**src/rtl/inst_fetch_sequencer.sv**
```systemverilog
// Fetches one instruction per issue: fetch, wait MEM_LATENCY cycles, decode, pulse start, then hold inst until done.
// Run-to-start latency is MEM_LATENCY+3 cycles; the next fetch begins only after done, and done is ignored outside WAIT_DONE.
module inst_fetch_sequencer #(
  parameter int unsigned ADDR_W       = 8,
  parameter int unsigned INST_W       = 16,
  parameter int unsigned MEM_LATENCY  = 1,
  parameter int unsigned DONE_TIMEOUT = 15,
  parameter logic [3:0]  HALT_OPCODE  = 4'hF
) (
  input  logic              clk,
  input  logic              reset,
  input  logic              run,
  input  logic              step,
  input  logic [ADDR_W-1:0] pc_in,
  output logic [ADDR_W-1:0] imem_addr,
  output logic              imem_rd_en,
  input  logic [INST_W-1:0] imem_data,
  output logic [INST_W-1:0] inst,
  output logic              start,
  input  logic              done,
  output logic              busy,
  output logic              halted,
  output logic              fault,
  output logic [15:0]       inst_count
);

  localparam logic [2:0] S_IDLE      = 3'd0;
  localparam logic [2:0] S_FETCH     = 3'd1;
  localparam logic [2:0] S_LATCH     = 3'd2;
  localparam logic [2:0] S_DECODE    = 3'd3;
  localparam logic [2:0] S_ISSUE     = 3'd4;
  localparam logic [2:0] S_WAIT_DONE = 3'd5;
  localparam logic [2:0] S_HALTED    = 3'd6;
  localparam logic [2:0] S_FAULT     = 3'd7;

  localparam logic [2:0] LAT_LOAD = 3'(MEM_LATENCY);
  localparam logic [7:0] TO_LIMIT = 8'(DONE_TIMEOUT);

  logic [2:0]        state;
  logic [ADDR_W-1:0] addr_q;
  logic [INST_W-1:0] inst_q;
  logic [2:0]        lat_cnt;
  logic [7:0]        to_cnt;
  logic [7:0]        to_cnt_nxt;
  logic              step_pending;
  logic              halted_q;
  logic              fault_q;
  logic [15:0]       count_q;

  assign busy       = (state != S_IDLE) && (state != S_HALTED) && (state != S_FAULT);
  assign imem_rd_en = (state == S_FETCH);
  // Address follows pc_in during the strobe cycle so the memory sees it together with imem_rd_en.
  assign imem_addr  = (state == S_FETCH) ? pc_in : addr_q;
  assign start      = (state == S_ISSUE);
  assign inst       = inst_q;
  assign halted     = halted_q;
  assign fault      = fault_q;
  assign inst_count = count_q;
  assign to_cnt_nxt = to_cnt + 8'd1;

  always_ff @(posedge clk) begin
    if (reset) begin
      state        <= S_IDLE;
      addr_q       <= '0;
      inst_q       <= '0;
      lat_cnt      <= 3'd0;
      to_cnt       <= 8'd0;
      step_pending <= 1'b0;
      halted_q     <= 1'b0;
      fault_q      <= 1'b0;
      count_q      <= 16'd0;
    end else begin
      if (step && busy) begin
        step_pending <= 1'b1;
      end
      case (state)
        S_IDLE: begin
          if (run || step || step_pending) begin
            state        <= S_FETCH;
            step_pending <= 1'b0;
          end
        end
        S_FETCH: begin
          addr_q  <= pc_in;
          lat_cnt <= LAT_LOAD;
          state   <= S_LATCH;
        end
        S_LATCH: begin
          lat_cnt <= lat_cnt - 3'd1;
          if (lat_cnt == 3'd1) begin
            inst_q <= imem_data;
            state  <= S_DECODE;
          end
        end
        S_DECODE: begin
          if (inst_q[INST_W-1 -: 4] == HALT_OPCODE) begin
            state    <= S_HALTED;
            halted_q <= 1'b1;
          end else begin
            state <= S_ISSUE;
          end
        end
        S_ISSUE: begin
          to_cnt <= 8'd0;
          state  <= S_WAIT_DONE;
        end
        S_WAIT_DONE: begin
          // A done arriving in the last allowed cycle still retires the instruction.
          if (done) begin
            if (count_q != 16'hFFFF) begin
              count_q <= count_q + 16'd1;
            end
            state <= run ? S_FETCH : S_IDLE;
          end else begin
            to_cnt <= to_cnt_nxt;
            if (to_cnt_nxt == TO_LIMIT) begin
              state   <= S_FAULT;
              fault_q <= 1'b1;
            end
          end
        end
        default: begin
          state <= state;
        end
      endcase
    end
  end

endmodule
```
**config.mk**
```make
export PLATFORM = sky130hd
export DESIGN_NAME = inst_fetch_sequencer
export DESIGN_NICKNAME = d
export VERILOG_FILES = /design/src/rtl/inst_fetch_sequencer.sv
export SDC_FILE = /design/constraint.sdc
export NUM_CORES = 1
export LEC_CHECK = 0
export CORE_MARGIN = 5
export CORE_UTILIZATION = 44
export CTS_CLUSTER_SIZE = 8
export DETAILED_ROUTE_END_ITERATION = 10
export GPL_TIMING_DRIVEN = 0
export PLACE_DENSITY = 0.8
export SYNTH_ARGS = -nofsm -noshare
export SYNTH_HDL_FRONTEND = slang
export SYNTH_SLANG_ARGS = --single-unit
```
**constraint.sdc**
```tcl
create_clock -name clk -period 1.73 [get_ports clk]
set_input_delay 0.346 -clock clk [delete_from_list [all_inputs] [get_ports clk]]
set_output_delay 0.346 -clock clk [all_outputs]
set_load 0.02 [all_outputs]
```
; ---- Word level (Yosys, flattened, before mapping)
; Index checks and enable logic that the tools add are counted.
[op_classes]
add_sub_neg = 3
eq_ne = 15
mux = 14
n_bitwise = 1
reduce_logical = 16
[ops]
columns = cell, count
row1 = 3-bit case mux with 6 select lines, 1
row2 = "16-bit by 1-bit adder with 16-bit output, second input constant", 1
row3 = 8-bit 2-to-1 mux, 2
row4 = "16-bit inequality test, second input constant", 1
row5 = 8-bit case mux with 2 select lines, 1
row6 = 3-bit 2-to-1 mux, 4
row7 = "3-bit inequality test, second input constant", 3
row8 = "8-bit by 1-bit adder with 8-bit output, second input constant", 1
row9 = "8-bit by 4-bit equality test with 1-bit output, second input constant", 1
row10 = "3-bit by 1-bit equality test with 1-bit output, second input constant", 2
row11 = "3-bit by 2-bit equality test with 1-bit output, second input constant", 2
row12 = "3-bit equality test, second input constant", 2
row13 = "2-bit inequality test, second input constant", 3
row14 = 3-bit case mux with 2 select lines, 1
row15 = 2-bit AND reduction, 3
row16 = 3-bit AND reduction, 2
row17 = 6-bit nonzero test, 1
row18 = "4-bit equality test, second input constant", 1
row19 = 1-bit 2-to-1 mux, 4
row20 = 4-bit AND reduction, 1
row21 = 2-bit nonzero test, 2
row22 = 1-bit logical AND, 3
row23 = 3-bit zero test, 1
row24 = 3-bit nonzero test, 1
row25 = 4 further kinds, 5
[word_totals]
reg_bits = 57
inputBits = 29
out_inout_bits = 45
wordCells = 58

; ---- Logic depth before layout (Yosys ltp)
[logic_depth]
ltp_word = 7
mapped_depth = 8
ltp_nobuf = 7

; ---- Worst setup path before layout
; No wires, ideal clock.
[synth_timing]
kind = flip-flop to flip-flop
from = register count_q[0], in the netlist inst_count[0]
to = register count_q[2], in the netlist inst_count[2]
setup_ps = 124
t_arrival_ps = 1803
required_time_ps = 1606
path_slack_ps = -198
path_stages_with_launch = 8
path_buffers = 1
period_less_slack_ps = 1928
path_cell_list = dfxtp_1 ha_1 nand2_1 or4_4 buf_6 o211ai_2 xor2_1 nor2_1
[synth_via]
elab_chain_len = 2
word_cells_on_any_way = 3
classes_between = add/sub (1) / eq/ne (1) / reduce/logical (1)
[synth_lines]
columns = item, line_no
row1 = start: declaration, 48  ; logic [15:0] count_q;
row2 = start signal: assignment, 111  ; count_q <= count_q + 16'd1;
row3 = branches (longest 2 deep; another with 16-bit by 1-bit adder with 16-bit output), n/a
; Parallel ways; which one is timed is not known.
; A chain may end at the register's enable or synchronous reset.

; ---- Worst setup path in the final report
[layout_timing]
from = register state[1]
to = output port imem_addr[7]
[layout_via]
elab_chain_len = 2
[layout_lines]
columns = item, line_no
row1 = start: declaration, 39  ; logic [2:0] state;
row2 = start signal: assignment, 113  ; state <= run ? S_FETCH : S_IDLE;
row3 = start signal: assignment, 123  ; state <= state;
row4 = 3-bit by 1-bit equality test with 1-bit output, 53  ; assign imem_addr = (state == S_FETCH) ? pc_in : addr_q;
row5 = 8-bit 2-to-1 mux, n/a
row6 = end: declaration, 15  ; output logic [ADDR_W-1:0] imem_addr,
; No other way between the ends.

==> flow_metrics.env <==
export IMPL_status="finished with violations"
export IMPL_violations="negative setup slack"
export IMPL_final_cell_mix="clkdlybuf4s50_1, nand2_1, dfxtp_1, nor2_1, a21oi_1"
export IMPL_stdcell_count=508
export IMPL_worst_slack_ps=-267
export IMPL_path_class="flip-flop to output port"
export IMPL_ys_seq_area_share_pct=41.5
export IMPL_root_buffer="clkbuf_8"
export IMPL_overflow=0
export IMPL_worstReg2RegEnd="state[1]$_SDFFE_PP0P_"
export IMPL_fp_dieW_um=89.1
export IMPL_holdPathStages=2
export IMPL_synth_ff_type="dfxtp_1"
export IMPL_drv_cap=0
export IMPL_vias_per_cell=5.46
export IMPL_n_antenna_cell=0
export IMPL_dp_cells=474
export IMPL_min_path_type="flip-flop to flip-flop"
export IMPL_synth_distinct_cells=50
export IMPL_initial_utilization_pct=45.9
export IMPL_die_area_um2=7940
export IMPL_synthesis_instances=326
export IMPL_ys_ff_latch=57
export IMPL_avgSynthCellArea_um2=8.44
export IMPL_clkLatencyLatePin_ps=340
export IMPL_tightest_slew_ps=546
export IMPL_r2r_start="state[1]$_SDFFE_PP0P_"
export IMPL_rows=28
export IMPL_whs_endpoint="inst[6]$_SDFFE_PP0P_"
export IMPL_min_from="inst[6]$_SDFFE_PP0P_"
export IMPL_track_usage_pct=20.1
export IMPL_r2r_cells=8
export IMPL_r2r_setup_slack_ps=-160
export IMPL_crit_arrival_ps=1650
export IMPL_hold_slack_ps=458
export IMPL_synthesis_area_um2=2750
export IMPL_cts_sinks=57
export IMPL_drt_first_pass_iters=4
export IMPL_io_pin_count=74
export IMPL_slowest_stage="dfxtp_2"
export IMPL_power_per_cell_area_nw_per_um2=1010
export IMPL_cts_buffer_depth=2
export IMPL_layout_drive_gt1_share_pct=25.6
export IMPL_wl_um=7770
export IMPL_crit_required_ps=1380
export IMPL_rsz0062_at_grt="true"
export IMPL_cpMostUsedCell="buf_6"
export IMPL_min_period_over_period_pct=115
export IMPL_num_fill_cells=438
export IMPL_dpl_hpwl_um=4820
export IMPL_placed_area_um2=3610
export IMPL_worstSetupEndpointType="output port"
export IMPL_die_height_um=89.1
export IMPL_tns_ps=-2790
export IMPL_port_buffers=73
export IMPL_fin_worst_skew_ps=7.79
export IMPL_grt_pass1_vias=2727
export IMPL_coreArea_um2=5990
export IMPL_setup_viol=21
export IMPL_grt_max_degree=11
export IMPL_async_flop_share_pct=0
export IMPL_grt_pass1_wl_um=12400
export IMPL_slowest_delay_ps=330
export IMPL_p_total_mw=4.24
export IMPL_maxSlewViolCount=0
export IMPL_area_growth_pct=52.5
export IMPL_p_leak_nw=1.72
export IMPL_finalInstanceArea_um2=4200
export IMPL_post_drt_wl_per_cell_um=15.3
export IMPL_fmax_mhz=501
export IMPL_cts_hold_buffers=0
export IMPL_hold_violations=0
export IMPL_cts_tree="yes"
export IMPL_slew_headroom_pct=63.6
export IMPL_drc=0
export IMPL_ant_nets=0
export IMPL_synth_edff_count=0
export IMPL_path_clk_slew_ps=70
export IMPL_min_period_ps=2000
export IMPL_cts_buffers_inserted=9
export IMPL_antenna_found_initial=0
export IMPL_h_tree_depth=3
export IMPL_via_count=2773
export IMPL_critPathMaxFanout=5
export IMPL_yosysWarnings=0
export IMPL_startpoint_type="flip-flop"
export IMPL_final_common_cell="clkdlybuf4s50_1"
export IMPL_drt_iter0_markers=158
export IMPL_nNetsFinal=464
export IMPL_crit_chain="buf_6 -> nor3b_4 -> buf_6 -> mux2_4 -> buf_6"
export IMPL_syn_num_nets=361
export IMPL_finalWeightedCongestion=0.826
export IMPL_ir_worst_vdd_uv=751
-- metrics by stage --
| stage | util [%] | setup WS (ps) |
|---|---|---|
| 4_1_cts | 68.0 | -257 |
| 2_1_floorplan | - | -29.6 |
| 5_1_grt | 70.1 | -306 |
| 3_3_place_gp | 60.3 | -480 |
| 3_5_place_dp | 60.3 | -489 |
| 6_report | 70.1 | -267 |
-- kinds of logic after synthesis --
| logic type | Yosys count | share of synthesized area (%) |
|---|---|---|
| buffers and inverters | 22 | 4.05 |
| muxes | 12 | 4.82 |
| xor gates and xnor gates | 19 | 6.05 |
| and+or+nand+nor | 149 | 28.0 |
| adders and majority gates | 6 | 2.73 |
| DFF | 57 | 41.5 |
| AOI/OAI and AO/OA | 61 | 13.0 |
-- worst max-delay path by stage --
| stage | from | endpoint | slack, ps | depth (start not counted) |
|---|---|---|---|---|
| 6_report | state[1]$_SDFFE_PP0P_ | imem_addr[7] | -270 | 5 |
| 5_1_grt | state[1]$_SDFFE_PP0P_ | imem_addr[5] | -310 | 5 |
| 4_1_cts | state[1]$_SDFFE_PP0P_ | imem_addr[4] | -260 | 5 |
| 3_5_place_dp | done | state[2]$_SDFFE_PP0P_ | -490 | 6 |
| 3_3_place_gp | done | state[2]$_SDFFE_PP0P_ | -480 | 6 |
| 2_1_floorplan | inst_count[1]$_SDFFE_PP0P_ | inst_count[2]$_SDFFE_PP0P_ | -30 | 7 |
-- what timing repair did --
item | 4_1_cts | 5_1_grt
pin swaps | 11 | 9
gates cloned | 2 | 0
resized for setup | 124 | 25
buffers inserted | 12 | 8
endpoints found under the setup margin | 46 | 43
-- metal layers --
metal / up-vias / routed length [µm] / global-route usage (%)
met5: - / 0 / 0
met4: 0 / 210 / 10.8
met3: 22 / 497 / 4.79
met2: 97 / 3860 / 34.9
met1: 1317 / 3210 / 22.5
li1: 1337 / - / -
-- state kept, by name (all words and copies together) (netlist names) --
name and flops:
to_cnt 8, inst_count 16, fault 1, lat_cnt 3
addr_q 8, halted 1, inst 16, state 3
step_pending 1
-- cell type report --
| class | instances | area [µm²] | share of cell area (%) |
|---|---|---|---|
| Sequential cell | 57 | 1180 | 28.0 |
| Tap cell | 75 | 93.8 | 2.24 |
| Inverter | 5 | 20.0 | 0.477 |
| Multi-Input combinational cell | 247 | 1700 | 40.4 |
| Buffer | 14 | 108 | 2.56 |
| Clock buffer | 12 | 155 | 3.70 |
| Clock inverter | 3 | 17.5 | 0.417 |
| Timing Repair Buffer | 95 | 928 | 22.1 |
-- synth_stat cells (2+ instances only) --
cell type,instances,area share (%)
dfxtp_1,57,41
nand2_1,45,6.1
nor2_1,39,5.3
a21oi_1,34,6.2
xor2_1,17,5.4
nor2b_1,11,2.5
clkbuf_1,10,1.4
mux2_1,10,4.1
nand3_1,10,1.8
o21ai_0,10,1.8
nor3_1,8,1.5
nand4_1,7,1.6
ha_1,6,2.7
nand2b_1,5,1.1
buf_2,4,0.73
inv_1,4,0.55
a21o_1,3,0.82
and2_1,3,0.68
nand4b_1,3,0.95
o21ai_1,3,0.55
or3_1,3,0.68
a211oi_1,2,0.55
mux2i_1,2,0.73
nand3b_1,2,0.55
nor3b_1,2,0.55
xnor2_1,2,0.64
-- critical path, delay by kind of cell (launching register included) --
| family | cells | cell delay (ps) |
|---|---|---|
| AND/OR/NAND/NOR | 1 | 230 |
| buffers and inverters | 3 | 420 |
| multiplexers | 1 | 310 |
| flip-flops | 1 | 330 |
-- power by group --
group          switching, mW  internal (mW)
Combinational          0.781          0.852
Clock                  0.529          0.585
Sequential            0.0714           1.42
(Power assumes the default switching activity.)
